--- src/rtl/sps_gate_actuator.sv ---
// Barrier-gate driver: raises on open requests, tracks passage credits, reverses for safety, latches faults.
// Optional blinking warn_lamp is compiled in when SPS_GATE_WARN_EN is defined.
module sps_gate_actuator #(
  parameter int HOLD_CYCLES  = 8,
  parameter int MOVE_TIMEOUT = 64,
`ifdef SPS_GATE_WARN_EN
  parameter int BLINK_PERIOD = 4,
`endif
  parameter int WAIT_TIMEOUT = 128
) (
  input  logic       clk,
  input  logic       rst,
  input  logic       open_req,
  input  logic       up_limit,
  input  logic       down_limit,
  input  logic       car_present,
  output logic       motor_up,
  output logic       motor_down,
  output logic       gate_busy,
  output logic       pass_done,
  output logic       fault,
  output logic [1:0] credit,
  output logic       warn_lamp
);

  localparam int MAX_HM = (HOLD_CYCLES > MOVE_TIMEOUT) ? HOLD_CYCLES : MOVE_TIMEOUT;
  localparam int MAX_T  = (MAX_HM > WAIT_TIMEOUT) ? MAX_HM : WAIT_TIMEOUT;
  localparam int TW     = $clog2(MAX_T) + 1;

  localparam logic [TW-1:0] MOVE_LAST = TW'(MOVE_TIMEOUT - 1);
  localparam logic [TW-1:0] WAIT_LAST = TW'(WAIT_TIMEOUT - 1);
  localparam logic [TW-1:0] HOLD_LAST = TW'(HOLD_CYCLES - 1);

  typedef enum logic [2:0] {
    INIT, CLOSED, RAISING, OPEN_WAIT, PASSING, HOLD, LOWERING, FAULT
  } state_t;

  state_t        state, state_nxt;
  logic [TW-1:0] timer;
  logic [1:0]    credit_nxt;
  logic          pass_nxt;

  always_comb begin
    state_nxt  = state;
    credit_nxt = credit;
    pass_nxt   = 1'b0;

    if (state != FAULT && open_req && credit != 2'd3)
      credit_nxt = credit + 2'd1;

    case (state)
      INIT:      state_nxt = down_limit ? CLOSED : LOWERING;
      CLOSED:    if (open_req) state_nxt = RAISING;
      RAISING: begin
        if (up_limit)                state_nxt = OPEN_WAIT;
        else if (timer == MOVE_LAST) state_nxt = FAULT;
      end
      OPEN_WAIT: begin
        if (car_present) state_nxt = PASSING;
        else if (timer == WAIT_LAST) begin
          state_nxt  = LOWERING;
          credit_nxt = 2'd0;
        end
      end
      // A request arriving with the passage cancels the decrement.
      PASSING: begin
        if (!car_present) begin
          pass_nxt = 1'b1;
          if (open_req)           credit_nxt = credit;
          else if (credit != 2'd0) credit_nxt = credit - 2'd1;
          else                     credit_nxt = 2'd0;
          state_nxt = (credit_nxt != 2'd0) ? OPEN_WAIT : HOLD;
        end
      end
      HOLD: begin
        if (car_present)             state_nxt = PASSING;
        else if (open_req)           state_nxt = OPEN_WAIT;
        else if (timer == HOLD_LAST) state_nxt = LOWERING;
      end
      LOWERING: begin
        if (car_present || open_req) state_nxt = RAISING;
        else if (down_limit)         state_nxt = CLOSED;
        else if (timer == MOVE_LAST) state_nxt = FAULT;
      end
      default: state_nxt = FAULT;
    endcase

    if (up_limit && down_limit && state != INIT)
      state_nxt = FAULT;
  end

  // Outputs are decoded from the next state so they line up with the state register.
  always_ff @(posedge clk or negedge rst) begin
    if (!rst) begin
      state      <= INIT;
      timer      <= '0;
      credit     <= 2'd0;
      pass_done  <= 1'b0;
      motor_up   <= 1'b0;
      motor_down <= 1'b0;
      gate_busy  <= 1'b0;
      fault      <= 1'b0;
    end else begin
      state      <= state_nxt;
      credit     <= credit_nxt;
      pass_done  <= pass_nxt;
      motor_up   <= (state_nxt == RAISING);
      motor_down <= (state_nxt == LOWERING);
      gate_busy  <= !(state_nxt inside {CLOSED, FAULT});
      fault      <= (state_nxt == FAULT);
      if (state_nxt != state)
        timer <= '0;
      else if (timer != '1)
        timer <= timer + TW'(1);
    end
  end

`ifdef SPS_GATE_WARN_EN
  localparam int BW = (BLINK_PERIOD > 1) ? $clog2(BLINK_PERIOD) : 1;
  localparam logic [BW-1:0] BLINK_LAST = BW'(BLINK_PERIOD - 1);

  logic [BW-1:0] blink_cnt;

  // The blink phase carries across moves between the motion states.
  always_ff @(posedge clk or negedge rst) begin
    if (!rst) begin
      blink_cnt <= '0;
      warn_lamp <= 1'b0;
    end else if (state_nxt == FAULT) begin
      blink_cnt <= '0;
      warn_lamp <= 1'b1;
    end else if (state_nxt inside {RAISING, LOWERING, HOLD}) begin
      if (blink_cnt == BLINK_LAST) begin
        blink_cnt <= '0;
        warn_lamp <= ~warn_lamp;
      end else begin
        blink_cnt <= blink_cnt + BW'(1);
      end
    end else begin
      blink_cnt <= '0;
      warn_lamp <= 1'b0;
    end
  end
`else
  assign warn_lamp = 1'b0;
`endif

endmodule
--- config.mk ---
export PLATFORM = sky130hd
export DESIGN_NAME = sps_gate_actuator
export DESIGN_NICKNAME = d
export VERILOG_FILES = /design/src/rtl/sps_gate_actuator.sv
export SDC_FILE = /design/constraint.sdc
export NUM_CORES = 1
export LEC_CHECK = 0
export CAP_MARGIN = 30
export CORE_ASPECT_RATIO = 2
export CORE_MARGIN = 2
export CORE_UTILIZATION = 45
export DETAILED_ROUTE_END_ITERATION = 10
export PLACE_DENSITY = 0.63
export RECOVER_POWER = 100
export SKIP_CTS_REPAIR_TIMING = 1
export SLEW_MARGIN = 20
export SYNTH_ARGS = -nofsm -noshare
export SYNTH_HDL_FRONTEND = slang
export SYNTH_SLANG_ARGS = --single-unit
export TNS_END_PERCENT = 1
--- constraint.sdc ---
create_clock -name clk -period 5.9 [get_ports clk]
set_clock_uncertainty 0.05 [all_clocks]
set_input_delay 1.475 -clock clk [delete_from_list [all_inputs] [get_ports clk]]
set_output_delay 1.475 -clock clk [all_outputs]
set_load 0.005 [all_outputs]
; ---- Word level (Yosys, flattened, before mapping)
; Index checks and enable logic that the tools add are counted.
[word_totals]
register_bits = 18
out_inout_bits = 8
word_cells = 68
[op_classes]
add_sub_neg = 3
n_eq_ne = 17
mux = 28
reduce_logical = 12
[op_table]
columns = cell, count
row1 = $mux 3, 14
row2 = $pmux 3 s7, 1
row3 = $mux 2, 8
row4 = $mux 8, 2
row5 = $eq 3x3->1 const B, 5
row6 = $eq 3x2->1 const B, 3
row7 = $add 8x1->8 const B, 1
row8 = $eq 8x3->1 const B, 1
row9 = $eq 8x6->1 const B, 1
row10 = $eq 8x7->1 const B, 1
row11 = $ne 8x8->1 const B, 1
row12 = $reduce_bool 2->1, 4
row13 = $eq 3x1->1 const B, 2
row14 = $logic_and 1x1->1, 4
row15 = $pmux 2 s2, 1
row16 = $logic_not 3->1, 1
row17 = $ne 3x3->1, 1
row18 = $ne 3x3->1 const B, 1
row19 = $reduce_bool 3->1, 1
row20 = $add 2x1->2 const B, 1
row21 = $mux 1, 2
row22 = $ne 2x2->1 const B, 1
row23 = $sub 2x1->2 const B, 1
row24 = $logic_not 1->1, 1
row25 = $logic_or 1x1->1, 1

; ---- Depth between registers and ports, before layout
; Gate-level depths: netlist of the first run.
[logic_depth]
depth_word = 13
ltp_mapped = 8

; ---- Least setup slack after synthesis of the first run
; Ideal clock, no wire load.
[synth_path]
kind = input to register
from = input port open_req
to = register timer[7]
t_arrival_ns = 3.546
required_ns = 5.754
path_slack_ns = 2.209
stages = 7
path_buffers = 1
path_cell_list = buf_4 > nor3b_1 > or4_1 > a221oi_2 > mux2_1 > a2111o_1 > nor4_2
[synth_via]
elab_chain_cells = 10
word_cells_on_any_way = 16
classes_between = 1 x eq/ne / 12 x mux / 3 x reduce/logical
[synth_rtl]
columns = element, line
row1 = "start, declared", 13  ; input logic open_req,
row2 = $mux 2, 69  ; if (open_req) credit_nxt = credit;
row3 = $mux 2, 67  ; if (!car_present) begin
row4 = $mux 2, 51  ; case (state)
row5 = $reduce_bool 2->1, 72  ; state_nxt = (credit_nxt != 2'd0) ? OPEN_WAIT : HOLD;
row6 = $mux 3, 72
row7 = $mux 3, 67
row8 = $pmux 3 s7 *, 51
row9 = $mux 3 *, 88  ; if (up_limit && down_limit && state != INIT)
row10 = $ne 3x3->1 *, 111  ; if (state_nxt != state)
row11 = $mux 8 or $reduce_bool 2->1 (tied branches), -
row12 = "end signal, assigned", 114  ; timer <= timer + TW'(1);
row13 = "end, declared", 39  ; logic [TW-1:0] timer;
; Every way passes the cells marked *; elsewhere a longest branch is shown, timed or not. The select of a mux whose other input is x is not followed.
; A chain may end at the register's enable or synchronous reset.

; ---- Worst setup path after layout of the first run
; Ends and elaborated chain as after synthesis.

==> impl_results.md, run 1 <==
* I/O Buffers at 12
* GR Util met3 at 1.57%
* Power density over the cells at 443 mW/mm2
* Antenna cells at 0
* Avg Inst Size Synth at 9.05 um2
* Antenna violations before repair at 0
* WL final at 2.81 mm
* Multi-input logic area at 747 um2
* RSZ-0062 raised after global routing: no
* Final max-slew violation count at 0
* Asr flop ratio synth at 100%
* Starting density of the core at 47.4%
* Net switching power at 0.269 mW
* GRT Overall Usage at 18.6%
* Setup violators final at 0
* Row cnt at 27
* FF-to-FF Start: credit[0]
* Largest net degree at the start of global routing at 19
* Register Area at 450 um2
* Hold_sp: timer[0]
* Leakage at 0.610 nW
* TritonRoute pass-1 iters at 4
* Congestion Overflow GR at 0
* Unique cell type count in the Yosys netlist at 50
* Non-Filler Instances at 180
* CTS clk-pin slew, worst paths at 0.06 ns
* Cells after Synth at 145
* Post-layout nets at 161
* Worst reg2reg path depth at 8
* CTS max path bufs at 2
* Final TNS setup at 0 ns
* Hold Crit Depth at 2
* Root buf cell: clkbuf_8
* Layout area overhead at 9.63%
* ANT nets after route at 0
* Routed vias/inst at 6.27
* Switching portion of total power at 42.2%
* Worst setup path class: in -> reg
* GR Util met1 at 20.9%
* Yosys warnings at 0
* Synth Area in Adders at 2.86%
* Share of layout cells above drive strength 1 at 6.62%
* Clock share of power at 15.4%
* H-tree depth at 1
* DIE HEIGHT at 80.4 um
* Met2 Use GR at 34.6%
* Synth Net Count at 154
* Filler cells at 275
* Crit path DAT at 4.42 ns
* Power Internal at 0.368 mW
* Die area at 0.00339 mm2
* Minimum clock period at 4.33 ns
* Setup crit start: open_req
* Logic pwr share at 50.4%
* Post-synthesis sequential area ratio at 34.3%
* Busiest layer in global routing: met2
* DRT iter0 DRCs at 48
* CP Capture Type: flip-flop
* Pre-CTS WS at 1.45 ns
* Number of flops mapped to enable cells by yosys at 0
* First-pass GRT wire length at 5.02 mm
* Vias in the first global route at 1117
* Die extent in x at 42.2 um
* Sink Count at 18
* Worst EP required at 5.99 ns
* F_max at 231 MHz
* Worst Setup Start Kind: input pin
* Synth Register Bits at 18
* Slew at the pin closest to its max-slew limit at 0.807 ns
* Clock latency on the worst-skew pair at 0.25 ns
* Synth Flop Type: dfrtp_1
* CTS Buf Count at 3
* Largest family of logic cells by synthesized area: simple AND/OR/NAND/NOR gates
* Drc violations at 0
* Io pins at 14
* Max_slew headroom at 46.0%
* Final worst-path cycle share at 73.4%
* Post-synthesis compound-gate area fraction at 18.0%
* DP Cell Count at 176
* Crit-path max FO at 12
* Multiplexer share of the synthesized area at 2.38%
* Final hold violations at 0
* Via Count at 1128
* Max cap viols at 0
* Register share of total power at 34.2%
* Simple-gate share of the synthesized area at 30.3%
* Status: finished clean
* Hold crit path type: reg -> reg
* Core area at 0.00277 mm2
* Setup slack after layout at 1.57 ns
* TritonCTS clock tree: done
* Post-DP HPWL at 2.19 mm
* Synthesized cell area at 0.00131 mm2
* Post-Synth XOR/XNOR Area at 4.77%
* Final GP Congestion at 0.826
* DR WL/cell at 15.6 um
* Maximum VDD drop at 275 uV
[critical path, cell delays in order]
cell	delay [ns]
dlygate4sd3_1	0.71
nor3b_1	0.23
or4_1	0.48
a221oi_1	0.40
mux2_1	0.36
a2111o_1	0.41
nor4_1	0.36
[cell usage after synthesis, types with 2 or more instances]
cell type | instances | area share, %
xor2_1 | 3 | 2.0
nor3_1 | 11 | 4.2
o31ai_1 | 3 | 1.7
dfrtp_1 | 18 | 34
ha_1 | 3 | 2.9
o22ai_1 | 2 | 0.95
nor2b_1 | 6 | 2.9
buf_2 | 5 | 1.9
nand2b_1 | 3 | 1.4
nor4_2 | 2 | 1.9
inv_1 | 8 | 2.3
nand3_1 | 3 | 1.1
nand2_1 | 8 | 2.3
mux2i_1 | 2 | 1.5
a22o_1 | 2 | 1.3
nor2_1 | 11 | 3.1
o211ai_1 | 2 | 1.1
nand4_1 | 4 | 1.9
o21ai_0 | 6 | 2.3
or4_1 | 5 | 2.9
a21oi_1 | 6 | 2.3
nand3b_1 | 2 | 1.1
buf_4 | 3 | 1.7
[metal layers]
metal / part of all wire (%) / wire length, um
met2: 56 / 1560
met4: 2.7 / 76
met1: 39 / 1110
met3: 2.4 / 68
met5: 0 / 0
[path summary, 6_finish.rpt]
path                                 end  slack (ns)
worst max-delay path            timer[7]        1.57
worst min-delay path            timer[0]        0.54
worst max register to register  timer[7]        3.01
worst min register to register  timer[0]        0.54
max in group asynchronous       timer[7]        3.59
min in group asynchronous       timer[1]        1.71
[flip-flops by register name, indices dropped and copies added (netlist names)]
name / count
timer: 8
gate_busy: 1
credit: 2
motor_up: 1
fault: 1
pass_done: 1
motor_down: 1
state: 3
[power groups by stage]
stage	Clock (mW)	Sequential (mW)	Combinational [mW]
finish	0.0982	0.218	0.321
global route	0.107	0.226	0.366
CTS	0.101	0.219	0.347
detailed placement	0	0.221	0.345
global placement	0	0.221	0.339
floorplan	0	0.181	0.306
[per-stage QoR]
stage | area (um2) | utilization, % | hold WS, ns | power, mW
floorplan | 1310 | - | 0.495 | 0.488
detailed placement | 1410 | 50.8 | 0.539 | 0.567
CTS | 1460 | 52.8 | 0.549 | 0.667
global route | 1440 | 51.9 | 0.579 | 0.699
finish | 1440 | 51.9 | 0.545 | 0.637
global placement | 1410 | 50.8 | 0.520 | 0.560
[final cells by class]
type,instances,share of cell area [%]
inverters,8,2.09
repair buffers,12,8.35
multi-input cells,109,51.9
clock buffers,4,3.83
flip-flops and latches,18,31.3
well taps,29,2.52
[cells by family (layout without fill, tap and decap cells)]
kind of cell    Yosys count  in the layout
flops                    18             18
other cells               1              1
compound gates           32             32
simple gates             65             65
xor+xnor                  5              5
mux                       3              3
buf+inv                  18             24
fa+ha+maj                 3              3
[cell usage in the layout, fill, tap and decap left out, drive strengths merged, types with 2 or more instances in the layout]
master,count
dlygate4sd3,10
o22ai,2
nand3,3
xnor2,2
nor2,11
and3,2
xor2,3
nand4,4
nand2b,3
nor2b,6
nor3,12
mux2i,2
clkdlybuf4s50,2
ha,3
clkbuf,4
or4,5
o21ai,6
a21oi,6
dfrtp,18
a22o,2
nand2,8
nor4,2
inv,8
nand3b,2
o211ai,2
o31ai,4
Note: power is estimated with default switching activity, not from simulation.
==> inputs of run 2 (changes only) <==
--- a/config.mk
+++ b/config.mk
@@ -10,7 +10,7 @@
 export CORE_MARGIN = 2
 export CORE_UTILIZATION = 45
 export DETAILED_ROUTE_END_ITERATION = 10
-export PLACE_DENSITY = 0.63
+export PLACE_DENSITY = 0.65
 export RECOVER_POWER = 100
 export SKIP_CTS_REPAIR_TIMING = 1
 export SLEW_MARGIN = 20
==> constraint.sdc (replaced) <==
create_clock -name clk -period 3.5 [get_ports clk]
set_clock_uncertainty 0.05 [all_clocks]
set_input_delay 0.875 -clock clk [delete_from_list [all_inputs] [get_ports clk]]
set_output_delay 0.875 -clock clk [all_outputs]
set_load 0.005 [all_outputs]
==> impl_results.md, run 2 (synthesized netlist as in run 1, its figures left out) <==
* Status: finished clean
* Root buf cell: clkbuf_8
* Worst EP required at 3.58 ns (-2.41 ns)
* Max_slew headroom at 48.7% (+2.7 points)
* Top reg by flops: timer
* Drc violations at 0 (unchanged)
* Vias in the first global route at 1180 (+5.6%)
* Crit-path max FO at 8 (-4)
* Final worst-path cycle share at 96.1%
* Non-Filler Instances at 184 (+2.2%)
* DIE HEIGHT at 80.4 um (unchanged)
* Slew at the pin closest to its max-slew limit at 0.767 ns (-0.0397 ns)
* Largest net degree at the start of global routing at 19 (unchanged)
* Setup slack after layout at 0.137 ns (-1.43 ns)
* CP Capture Type: flip-flop
* F_max at 297 MHz
* TritonRoute pass-1 iters at 5 (+1)
* Commonest non-fill, non-tap cells in the layout: dfrtp_1, nor2_1, nor3_1
* TritonCTS clock tree: done
* Post-DP HPWL at 2.36 mm (+7.9%)
* Worst setup path class: in -> reg
* Leakage at 0.628 nW (+3.0%)
* WL final at 3.19 mm (+13%)
* Minimum clock period at 3.36 ns
* DR WL/cell at 17.3 um (+11%)
* Register share of total power at 33.9% (-0.3 points)
* ANT nets after route at 0 (unchanged)
* Antenna cells at 0 (unchanged)
* Clock share of power at 14.8% (-0.6 points)
* Filler cells at 268 (-2.5%)
* Core area at 0.00277 mm2 (unchanged)
* Biggest regs: timer x8, state x3, credit x2
* Die extent in x at 42.2 um (unchanged)
* Logic pwr share at 51.3% (+0.9 points)
* Post-layout nets at 165 (+2.5%)
* Max cap viols at 0 (unchanged)
* CTS max path bufs at 2 (unchanged)
* Io pins at 14 (unchanged)
* Via Count at 1171 (+3.8%)
* Final GP Congestion at 0.934 (+13%)
* Pre-CTS WS at -0.0717 ns (-1.52 ns)
* Final instance area at 0.00148 mm2 (+2.6%)
* I/O Buffers at 12 (unchanged)
* CTS Buf Count at 3 (unchanged)
* Starting density of the core at 47.4% (unchanged)
* Power Internal at 0.625 mW (+70%)
* Worst Setup Start Kind: input pin
* Setup violators final at 0 (unchanged)
* Register Area at 450 um2 (unchanged)
* Die area at 0.00339 mm2 (unchanged)
* GRT Overall Usage at 19.7% (+1.1 points)
* DRT iter0 DRCs at 29 (-40%)
* Commonest non-fill, non-tap cell in the layout: dfrtp_1
* Hold crit path type: reg -> reg
* Routed vias/inst at 6.36 (+1.6%)
* Share of layout cells above drive strength 1 at 9.03% (+2.4 points)
* Crit path DAT at 3.45 ns (-0.97 ns)
* CTS clk-pin slew, worst paths at 0.06 ns (about the same)
* Multi-input logic area at 758 um2 (+1.5%)
* Final hold violations at 0 (unchanged)
* Switching portion of total power at 43.1% (+0.86 points)
* First-pass GRT wire length at 5.26 mm (+4.9%)
* Row cnt at 27 (unchanged)
* RSZ-0062 raised after global routing: no
* Antenna violations before repair at 0 (unchanged)
* R2R Setup Slk at 0.69 ns (-2.32 ns)
* Layout area overhead at 12.5%
* Sink Count at 18 (unchanged)
* Post-DP Area at 0.00144 mm2 (+2.1%)
* Net switching power at 0.473 mW (+76%)
* H-tree depth at 1 (unchanged)
* Max reg flops at 8 (unchanged)
* Clock latency on the worst-skew pair at 0.25 ns (about the same)
* DP Cell Count at 180 (+2.3%)
* Power density over the cells at 744 mW/mm2 (+68%)
* Maximum VDD drop at 404 uV (+47%)
* Tot Pwr at 1.10 mW (+72%)
* Final max-slew violation count at 0 (unchanged)
* Congestion Overflow GR at 0 (unchanged)
* Final hold slack at 0.552 ns (+0.00680 ns)
[run 2: final cells by class]
type	instances	area share, %
inverters	8	2.03
well taps	29	2.46
clock buffers	4	3.73
repair buffers	16	9.92
flip-flops and latches	18	30.5
multi-input cells	109	51.4
[run 2: through the flow]
stage | utilization (%) | setup TNS (ns)
2_1_floorplan | - | 0
3_3_place_gp | 51.9 | -0.00240
3_5_place_dp | 51.9 | -0.156
4_1_cts | 53.8 | 0
5_1_grt | 53.3 | 0
6_report | 53.3 | 0
[run 2: power by group through the flow]
stage / clock [mW] / combinational, mW / sequential, mW
global route: 0.178 / 0.627 / 0.385
detailed placement: 0 / 0.585 / 0.375
floorplan: 0 / 0.517 / 0.306
global placement: 0 / 0.572 / 0.371
finish: 0.162 / 0.563 / 0.372
CTS: 0.168 / 0.590 / 0.371
[run 2: final timing paths]
path	startpoint	to	cells past startpoint
worst max register to register	credit[0]	timer[6]	8
worst max-delay path	open_req	timer[6]	7
worst min register to register	timer[0]	timer[0]	2
max in group asynchronous	rst	state[0]	1
min in group asynchronous	rst	timer[1]	1
worst min-delay path	timer[0]	timer[0]	2
[run 2: critical path: stages]
cell and delay, ns:
clkdlybuf4s50_1 0.46, nor3b_1 0.17, or4_1 0.49, a221oi_2 0.33, mux2_1 0.35, a2111o_1 0.41
nor4_1 0.34
[run 2: metal layers]
metal  up-vias  global-route usage [%]  wire, um
met4         0                    7.81        74
met2        37                    37.8      1760
met5         -                       0         0
li1        555                       -         -
met1       567                    21.5      1260
met3        12                    1.57        87
